--- src/rtl/par_addsub_pipe.sv ---
// Pipelined chunked add/sub; ADDSUB_SAT_EN clamps sum to signed limits on overflow.
// Latency STAGES cycles, 1 beat/cycle.
// Backpressure: whole pipe advances only when the output slot is empty or taken.
module par_addsub_pipe #(
  parameter int WIDTH  = 16,
  parameter int STAGES = 4
) (
  input  logic             clk,
  input  logic             rst_n,
  input  logic             in_valid,
  output logic             in_ready,
  input  logic [WIDTH-1:0] a,
  input  logic [WIDTH-1:0] b,
  input  logic             cin,
  input  logic             sub,
  output logic             out_valid,
  input  logic             out_ready,
  output logic [WIDTH-1:0] sum,
  output logic             cout,
  output logic             ovf
);

  localparam int CW   = WIDTH / STAGES;
  localparam int LAST = STAGES - 1;

  logic              adv;
  logic [WIDTH-1:0]  b_x;
  logic              c0;
  logic [STAGES-1:0] vld_q, vld_d;
  logic [STAGES-1:0] c_q, c_d, ci;
  logic [WIDTH-1:0]  x_q [STAGES];
  logic [WIDTH-1:0]  x_d [STAGES];
  logic [WIDTH-1:0]  y_q [STAGES];
  logic [WIDTH-1:0]  y_d [STAGES];
  logic [WIDTH-1:0]  xi  [STAGES];
  logic [WIDTH-1:0]  yi  [STAGES];
  logic [CW:0]       t   [STAGES];
  logic              a_msb, b_msb;
  logic              ovf_q, ovf_d;

  assign adv      = !vld_q[LAST] || out_ready;
  assign in_ready = adv;
  assign b_x      = sub ? ~b : b;
  assign c0       = sub | cin;

  if (STAGES == 1) begin : g_vld_single
    assign vld_d = in_valid;
  end else begin : g_vld_shift
    assign vld_d = {vld_q[STAGES-2:0], in_valid};
  end

  // x carries the beat as {finished sum chunks, remaining A chunks}: each stage
  // consumes the low chunk and inserts its sum chunk at the top, so after the
  // last stage x is the complete result. y rotates B' the same way.
  for (genvar k = 0; k < STAGES; k++) begin : g_stage
    logic [WIDTH-1:0] raw;

    if (k == 0) begin : g_first
      assign xi[k] = a;
      assign yi[k] = b_x;
      assign ci[k] = c0;
    end else begin : g_next
      assign xi[k] = x_q[k-1];
      assign yi[k] = y_q[k-1];
      assign ci[k] = c_q[k-1];
    end

    assign t[k]   = {1'b0, xi[k][CW-1:0]} + {1'b0, yi[k][CW-1:0]} + {{CW{1'b0}}, ci[k]};
    assign raw    = (xi[k] >> CW) | (WIDTH'(t[k][CW-1:0]) << (WIDTH - CW));
    assign y_d[k] = (yi[k] >> CW) | (yi[k] << (WIDTH - CW));
    assign c_d[k] = t[k][CW];

    if (k == LAST) begin : g_out
      assign a_msb = xi[k][CW-1];
      assign b_msb = yi[k][CW-1];
      assign ovf_d = (a_msb == b_msb) && (t[k][CW-1] != a_msb);
`ifdef ADDSUB_SAT_EN
      assign x_d[k] = ovf_d ? {a_msb, {(WIDTH-1){~a_msb}}} : raw;
`else
      assign x_d[k] = raw;
`endif
    end else begin : g_mid
      assign x_d[k] = raw;
    end
  end

  // Bubbles load data too; only the valid bits decide what is emitted.
  always_ff @(posedge clk or negedge rst_n) begin
    if (!rst_n) begin
      vld_q <= '0;
      c_q   <= '0;
      ovf_q <= 1'b0;
      for (int k = 0; k < STAGES; k++) begin
        x_q[k] <= '0;
        y_q[k] <= '0;
      end
    end else if (adv) begin
      vld_q <= vld_d;
      c_q   <= c_d;
      ovf_q <= ovf_d;
      for (int k = 0; k < STAGES; k++) begin
        x_q[k] <= x_d[k];
        y_q[k] <= y_d[k];
      end
    end
  end

  assign out_valid = vld_q[LAST];
  assign sum       = x_q[LAST];
  assign cout      = c_q[LAST];
  assign ovf       = ovf_q;

endmodule

--- config.mk ---
export PLATFORM = sky130hd
export DESIGN_NAME = par_addsub_pipe
export DESIGN_NICKNAME = d
export VERILOG_FILES = /design/src/rtl/par_addsub_pipe.sv
export SDC_FILE = /design/constraint.sdc
export NUM_CORES = 1
export LEC_CHECK = 0
export ABC_AREA = 1
export CORE_UTILIZATION = 27
export DETAILED_ROUTE_END_ITERATION = 6
export RECOVER_POWER = 25
export SYNTH_ARGS = -nofsm -noshare
export SYNTH_HDL_FRONTEND = slang
export SYNTH_SLANG_ARGS = --single-unit
--- constraint.sdc ---
create_clock -name clk -period 4.03 [get_ports clk]
set_input_delay 0.806 -clock clk [delete_from_list [all_inputs] [get_ports clk]]
set_output_delay 0.806 -clock clk [all_outputs]
set_load 0.01 [all_outputs]
==> run metrics, run 1 <==
count of pins over their slew limit 81; CP Class in2out; post-synthesis net count 543; mapped cell area 0.00446 mm²; clock latency on the worst-skew pair 0.34 ns; Net count, final 579; outcome complete, but fails checks; # rows 46; uppermost layer routed met4; Post-CTS Setup Inserts 0; Die Ht 131 µm; Crit. End Element output port; Initial DRC Count 214; Synth area leaders dfrtp_1 (54%), nand2_1 (15%), o21ai_0 (5.5%), fa_1 (3.6%), ha_1 (3.4%); Synth top cells by count nand2_1 (182), dfrtp_1 (97), o21ai_0 (49); Yosys top cell by area dfrtp_1; clock skew 0.00676 ns; Die W 131 µm; register bit count reported by yosys 97; syn_area_per_cell 9.20 µm²; Clock Tree Buf Depth 2; drc violations 0; met2 WL 4.24 mm; Boundary Pins 58; Tightest Pin Transition 1.97 ns; share of cells above drive strength 1 4.75%; CP max stage delay 0.48 ns; Tot GR Track Use 11.5%; Num CTS Buffers 9; Max Cap Viol 1; Final WS setup 1.24 ns; Reg clk slew, reported paths 0.07 ns; WP buf/inv 3; Worst EP required 3.22 ns; Fill cells 1680; sequential area share after synthesis 54.4%; asr flop ratio synth 100%; # resized after CTS 0; endpoints failing hold 0; unrepaired setup endpoints after global routing false; CP cell instances clkdlybuf4s50_1, nor2_4, inv_2, clkdlybuf4s50_1; critical path fanouts, max 2; metal1 wirelength 4.06 mm; Core Area 0.0160 mm²; Critical Path Start Type primary input; CTS tree built; global-route wire length before repair 15.2 mm; Synth top area share 54.4%; final setup fails 0; PortBufs 57; Post-DP HPWL 5.94 mm; grt total ovfl 0; worst slack, placed 1.18 ns; RD Place Congestion 0.722; vias per cell 4.15; Leakage 2.57 nW; Starting Density 27.9%; EDFF count, synth 0; PD cells 721 mW/mm²; Critical-path top delay cell clkdlybuf4s50_1; Final Instance Area 0.00536 mm²; ANT cells 0; Root Driver clkbuf_16; Final Critical Period 2.79 ns; initial antenna violation count 0; Routed Antenna Nets 0; Min-Delay Path Class reg2reg; Die ar. 0.0170 mm²; worst vdd ir 0.296 mV; Vias 3079; hold_buf cts 0; DRT Pass-1 Iters 6; Main synth FF type dfrtp_1; crit path DAT 1.99 ns; most common cell in the netlist nand2_1; CP most frequent cell clkdlybuf4s50_1; detailed-route wire length per cell 11.9 µm; violations in the final reports max-capacitance violations, max-slew violations; fin crit share 69.3%; area grow syn2layout 20.1%; final setup TNS 0 ns; YS warnings 0; largest net degree at the start of global routing 81; H-tree depth 3; WL met3 452 µm; number of global-route vias before repair 3136; area post-placement 0.00505 mm²; Gate Count Post-Synth 485; Netlist cell types 23; cell family with most CP delay buffers and inverters; CTS Sinks 97; FMAX 0.358 GHz; WL final 8.83 mm; slew margin rel. -31.5%
[cell usage in the layout, fill, tap and decap left out, types with 8 or more instances in the layout]
| cell type | n |
|---|---|
| inv_1 | 38 |
| nor2_1 | 13 |
| nand3_1 | 14 |
| clkdlybuf4s50_1 | 56 |
| nand2_1 | 182 |
| fa_1 | 8 |
| dfrtp_1 | 97 |
| ha_1 | 12 |
| clkbuf_16 | 9 |
| o21ai_0 | 49 |
| xnor2_1 | 13 |
[worst reg2reg max path, cell delays in order, from the launching register on]
cell,delay [ns]
dfrtp_1,0.37
inv_1,0.08
nor2_4,0.15
buf_4,0.52
buf_4,0.51
o21ai_0,0.21
[stage by stage]
step / util (%) / std cells / hold WS (ns) / power (mW)
after floorplan: - / 485 / 0.440 / 2.66
after global placement: 31.6 / 726 / 0.452 / 2.97
after detailed placement: 31.6 / 726 / 0.456 / 3.03
after CTS: 33.5 / 742 / 0.474 / 3.93
after global routing: 33.5 / 742 / 0.487 / 4.23
final: 33.5 / 742 / 0.469 / 3.87
[worst paths after layout]
| path | start | end | slack (ns) | cells past startpoint |
|---|---|---|---|---|
| worst max-delay path | out_ready | in_ready | 1.24 | 4 |
| worst min-delay path | vld_q[2] | vld_q[3] | 0.47 | 1 |
| worst max register to register | vld_q[3] | y_q[58] | 2.04 | 5 |
| worst min register to register | vld_q[2] | vld_q[3] | 0.47 | 1 |
| max in group asynchronous | rst_n | x_q[29] | 1.85 | 1 |
| min in group asynchronous | rst_n | sum[2] | 0.99 | 1 |
[where the power goes]
part / total, mW / switching (mW) / leakage (nW) / internal (mW)
combinational: 1.35 / 0.760 / 1.25 / 0.589
sequential: 1.65 / 0.240 / 1.17 / 1.41
clock: 0.871 / 0.356 / 0.149 / 0.515
total: 3.87 / 1.36 / 2.57 / 2.51
[per-layer routing]
| metal | vias up | track usage (%) |
|---|---|---|
| met2 | 63 | 18.8 |
| met1 | 1453 | 14.8 |
| met5 | - | 0 |
| li1 | 1558 | - |
| met4 | 0 | 2.84 |
| met3 | 5 | 3.54 |
[area by class of cell]
class	count	area (µm²)	share of cell area [%]
inverters	39	146	2.73
clock inverters	4	51.3	0.957
repair buffers	63	611	11.4
well taps	216	270	5.04
multi-input cells	311	1600	29.8
clock buffers	12	256	4.79
flip-flops and latches	97	2430	45.3
[logic make-up after synthesis]
logic type | after synthesis | share of synthesized area, %
buffers and inverters | 77 | 9.81
and+or+nand+nor | 213 | 18.6
adders and majority gates | 20 | 6.95
AOI/OAI and AO/OA | 62 | 7.06
xor gates and xnor gates | 16 | 3.14
DFF | 97 | 54.4
[state kept, by name (all words and copies together), names as in the netlist]
signal  flops
x_q        47
y_q        23
sum        16
c_q         4
vld_q       4
a_msb       1
b_msb       1
ovf         1
No activity file was read; power rests on OpenSTA's default activity.
==> run 2: changes to the inputs <==
clock period = 2.6 ns   (was 4.03 ns; I/O delays follow)
==> run 2 against run 1 <==
The run now ends clean. Non-clock buffer count stayed put. Wire length is 1.3% higher. Final area hardly changed. Combinational power is 56% higher. Die area stayed put. Worst hold slack worse by 0.070 ns. First-iteration DRC count is 46% lower. Setup slack worse by 0.86 ns. Critical path type unchanged. Largest power group unchanged. Highest routed layer unchanged.
==> run metrics, run 2 (synthesis results as in run 1) <==
Routed Antenna Nets 0 (unchanged); H-tree depth 3 (unchanged); largest net degree at the start of global routing 114 (+41%); critical path fanouts, max 2 (unchanged); CP Class in2out; register share of total power 42.8% (+0.2 points); R2R Setup Slk 0.74 ns (-1.30 ns); area grow syn2layout 20.1% (about the same); Min-Delay Path Class in2async; final setup fails 0 (unchanged); WP buf/inv 3 (unchanged); share of cells above drive strength 1 4.57% (-0.18 points); Critical-path top delay cell clkdlybuf4s50_1; clock latency on the worst-skew pair 0.34 ns (about the same); Post-DP HPWL 6.15 mm (+3.6%); Root Driver clkbuf_16; CP max stage delay 0.48 ns (about the same); PortBufs 57 (unchanged); Num CTS Buffers 9 (unchanged); Tot GR Track Use 11.7% (+0.22 points); fin crit share 85.5%; Crit. End Element output port; detailed-route wire length per cell 12.1 µm (+1.4%); Net count, final 579 (unchanged); Starting Density 27.9% (unchanged); grt total ovfl 0 (unchanged); Comb power frac 35.4% (+0.5 points); CTS tree built; endpoints failing hold 0 (unchanged); Post-CTS Setup Inserts 0 (unchanged); max reg flops 47 (unchanged); sw frac 35.3% (+0.27 points); Max Cap Viol 0 (-1); Clk pwr share 21.8% (-0.7 points); Tightest Pin Transition 1.19 ns (-0.778 ns); Die ar. 0.0170 mm² (unchanged); crit path DAT 1.70 ns (-0.29 ns); DRT Pass-1 Iters 4 (-2); vias per cell 4.19 (+0.95%); WL final 8.94 mm (+1.3%); worst vdd ir 0.371 mV (+26%); Vias 3104 (+0.81%); Clock Tree Buf Depth 2 (unchanged); Initial DRC Count 115 (-46%); area post-placement 0.00508 mm² (+0.49%); Die W 131 µm (unchanged); # resized after CTS 0 (unchanged); unrepaired setup endpoints after global routing false; CP most frequent cell clkdlybuf4s50_1; Leakage 2.57 nW (-0.26%); Critical Path Start Type primary input; Worst EP required 2.08 ns (-1.14 ns); clock skew 0.00676 ns (-0.00000339 ns); most frequent cells in the layout nand2_1 (182), dfrtp_1 (97), clkdlybuf4s50_1 (56), o21ai_0 (49), inv_1 (38); PD cells 1110 mW/mm² (+54%); FMAX 0.450 GHz; ANT cells 0 (unchanged); Boundary Pins 58 (unchanged); hold_buf cts 0 (unchanged); Die Ht 131 µm (unchanged); slew margin rel. 20.4% (+52 points); Final Instance Area 0.00536 mm² (about the same); Reg clk slew, reported paths 0.07 ns (about the same); RD Place Congestion 0.738 (+2.3%); most common cell after layout, fill and taps aside nand2_1; global-route wire length before repair 15.2 mm (+0.18%); Core Area 0.0160 mm² (unchanged); final setup TNS 0 ns (unchanged); number of global-route vias before repair 3224 (+2.8%); CTS Sinks 97 (unchanged); outcome finished, final reports clean; CP cell instances clkdlybuf4s50_1, nor2_4, inv_2, clkdlybuf4s50_1; largest register by flop count x_q; Psw 2.10 mW (+55%); Internal 3.84 mW (+53%); initial antenna violation count 1 (+1); cell family with most CP delay buffers and inverters; Final Critical Period 2.22 ns; drc violations 0 (unchanged); # rows 46 (unchanged); count of pins over their slew limit 0 (-100%)
==> run 2: metrics by stage <==
stage / utilization [%] / power (mW) / setup slack, ns / hold WS (ns) / std cells
after floorplan: - / 4.13 / 0.586 / 0.224 / 485
after global placement: 31.7 / 4.64 / 0.180 / 0.424 / 726
after detailed placement: 31.7 / 4.72 / 0.144 / 0.429 / 726
after CTS: 33.5 / 6.05 / 0.332 / 0.0556 / 741
after global routing: 33.5 / 6.49 / 0.335 / 0.493 / 741
final: 33.5 / 5.94 / 0.377 / 0.399 / 741
==> run 2: power groups by stage <==
stage	clock network, mW	registers, mW	logic (mW)
2_1_floorplan	0	2.48	1.65
3_3_place_gp	0	2.56	2.08
3_5_place_dp	0	2.58	2.14
4_1_cts	1.33	2.55	2.16
5_1_grt	1.38	2.63	2.48
6_report	1.29	2.54	2.10
==> run 2: per-layer routing <==
metal / part of all wire, % / GRT usage [%]
met5: 0 / 0
met4: 2.0 / 6.15
met3: 4.1 / 2.77
met2: 47 / 18.8
met1: 47 / 14.7
==> run 2: worst register-to-register path, cell delays in order, from the launching register on <==
cell and delay, ns:
dfrtp_1 0.43, fa_1 0.49, fa_1 0.41, nand2_1 0.08, inv_1 0.05, o21ai_0 0.18, nand3_1 0.10
==> run 2: layout make-up <==
class | instances | area [µm²]
clock buffers | 9 | 225
clock inverters | 6 | 60.1
fillers | 1702 | 10600
inverters | 39 | 146
multi-input cells | 311 | 1600
flip-flops and latches | 97 | 2430
well taps | 216 | 270
repair buffers | 63 | 634
==> run 2: worst paths after layout <==
| check | from | endpoint | cells after the start |
|---|---|---|---|
| min | rst_n | sum[2] | 1 |
| max reg2reg | c_q[2] | c_q[3] | 6 |
| max in group asynchronous | rst_n | y_q[49] | 2 |
| min in group clk | x_q[40] | x_q[20] | 2 |
| max | out_ready | in_ready | 4 |
| min reg2reg | x_q[40] | x_q[20] | 2 |
==> run 3: changes to the inputs <==
CORE_ASPECT_RATIO = 1.75   (was unset)
PLACE_DENSITY = 0.55   (was unset)
==> run 3 against run 2 <==
Largest cell class unchanged. Clock-buffer cell count is 2 higher. Sequential power hardly changed. Global-route usage is 0.43 points lower. Sequential share of layout area is 0.095 points lower. Wire length hardly changed. Combinational power hardly changed. Setup slack worse by 0.013 ns. Utilization hardly changed. Largest power group unchanged. Non-clock buffer count stayed put. Critical path type unchanged. Critical endpoint unchanged. Register-to-register slack better by 0.08 ns. Critical path depth stayed put. Clock power is 18% higher.
==> run metrics, run 3 (synthesis results as in run 1) <==
PortBufs 57 (unchanged); Final Critical Period 2.24 ns (+0.0133 ns); Tot GR Track Use 11.3% (-0.43 points); CTS tree built; DRT Pass-1 Iters 4 (unchanged); Clock Tree Buf Depth 2 (unchanged); Initial DRC Count 182 (+58%); CP Class in2out; area grow syn2layout 20.4%; Max Cap Viol 0 (unchanged); Crit. End Element output port; Post-CTS Setup Inserts 0 (unchanged); Tightest Pin Transition 1.24 ns (+0.0419 ns); CTS Sinks 97 (unchanged); critical path fanouts, max 2 (unchanged); drc violations 0 (unchanged); Clk pwr share 24.7% (+2.9 points); count of pins over their slew limit 0 (unchanged); detailed-route wire length per cell 12.5 µm (+3.7%); reg2reg path depth 6 (unchanged); Num CTS Buffers 9 (unchanged); Internal 4.06 mW (+5.8%); Root Driver clkbuf_16; Design Power 6.15 mW (+3.5%); Psw 2.08 mW (-0.67%); FMAX 0.447 GHz (-0.59%); reg2reg end c_q[3]; sw frac 33.9% (-1.4 points); placed cell count 699 (-3.7%); Post-DP HPWL 6.16 mm (+0.20%); Critical Path Start Type primary input; share of cells above drive strength 1 4.56% (-0.0087 points); most frequent cells in the layout nand2_1 (182), dfrtp_1 (97), clkdlybuf4s50_1 (56), o21ai_0 (49), inv_1 (38); number of global-route vias before repair 3145 (-2.5%); final setup TNS 0 ns (unchanged); worst setup path start out_ready; Die Ht 172 µm (+32%); H-tree depth 3 (unchanged); max reg flops 47 (unchanged); reg2reg start c_q[2]; Reg clk slew, reported paths 0.06 ns (about the same); WL final 8.95 mm (about the same); most common cell after layout, fill and taps aside nand2_1; unrepaired setup endpoints after global routing false; Die ar. 0.0171 mm² (+0.12%); R2R Setup Slk 0.82 ns (+0.08 ns); register share of total power 41.3% (-1.5 points); Min-Delay Path Class in2async; Worst EP required 2.08 ns (about the same); Routed Antenna Nets 0 (unchanged); post-layout util 33.5% (about the same); crit path DAT 1.72 ns (+0.02 ns); fin crit share 86.0% (+0.51 points); clock latency on the worst-skew pair 0.34 ns (about the same); Starting Density 27.8% (-0.048 points); global-route wire length before repair 15.0 mm (-1.4%); worst slack, placed 0.0955 ns (-0.0487 ns); hold_buf cts 0 (unchanged); vias per cell 4.35 (+3.8%); Core Area 0.0160 mm² (+0.17%); clock skew 0.00761 ns (+0.000854 ns); PD cells 1140 mW/mm² (+3.3%); endpoints failing hold 0 (unchanged); outcome finished, final reports clean; ANT cells 0 (unchanged); Vias 3108 (+0.13%); Final WS setup 0.364 ns (-0.0133 ns); # resized after CTS 0 (unchanged); largest net degree at the start of global routing 114 (unchanged); slew margin rel. 17.6% (-2.8 points); largest register by flop count x_q; initial antenna violation count 0 (-1); grt total ovfl 0 (unchanged); Finished Layout Cells 715 (-3.5%); Net count, final 579 (unchanged); Boundary Pins 58 (unchanged); Comb power frac 34.0% (-1.4 points); # rows 61 (+33%); worst vdd ir 0.444 mV (+20%); final setup fails 0 (unchanged); Leakage 2.59 nW (+0.91%); RD Place Congestion 0.811 (+9.9%); Die W 99.2 µm (-24%)
[run 3: metal layers]
metal  routed length, µm  vias to the layer above  track usage, %
li1                    -                     1563               -
met1                3880                     1466            13.3
met2                4490                       60            19.2
met3                 283                       19            2.22
met4                 291                        0            6.46
met5                   0                        -               0
[run 3: through the flow]
step                hold slack, ns  cell area, µm²
floorplan                    0.224            4460
global placement             0.399            5050
detailed placement           0.402            5050
CTS                         0.0353            5390
global route                 0.341            5370
finish                       0.277            5370
[run 3: layout make-up]
| class | instances | area (µm²) |
|---|---|---|
| Tap cell | 189 | 236 |
| Clock buffer | 11 | 243 |
| Timing Repair Buffer | 63 | 619 |
| Multi-Input combinational cell | 311 | 1600 |
| Fill cell | 1710 | 10700 |
| Sequential cell | 97 | 2430 |
| Clock inverter | 5 | 103 |
| Inverter | 39 | 146 |
[run 3: worst max path at each step]
stage	end	slack, ns	depth (start not counted)
4_1_cts	in_ready	0.31	4
3_3_place_gp	x_q[61]	0.13	7
2_1_floorplan	x_q[61]	0.59	8
6_report	in_ready	0.36	4
5_1_grt	x_q[34]	0.19	2
3_5_place_dp	x_q[63]	0.1	8
[run 3: critical path, cell delays in order]
cell and delay [ns]:
clkdlybuf4s50_1 0.44, nor2_4 0.20, inv_2 0.07, clkdlybuf4s50_1 0.48
[run 3: power groups by stage]
| stage | Combinational [mW] | Sequential, mW | Clock (mW) |
|---|---|---|---|
| 6_report | 2.09 | 2.54 | 1.52 |
| 3_3_place_gp | 2.05 | 2.56 | 0 |
| 4_1_cts | 2.14 | 2.55 | 1.56 |
| 5_1_grt | 2.44 | 2.63 | 1.61 |
| 2_1_floorplan | 1.65 | 2.48 | 0 |
| 3_5_place_dp | 2.12 | 2.58 | 0 |
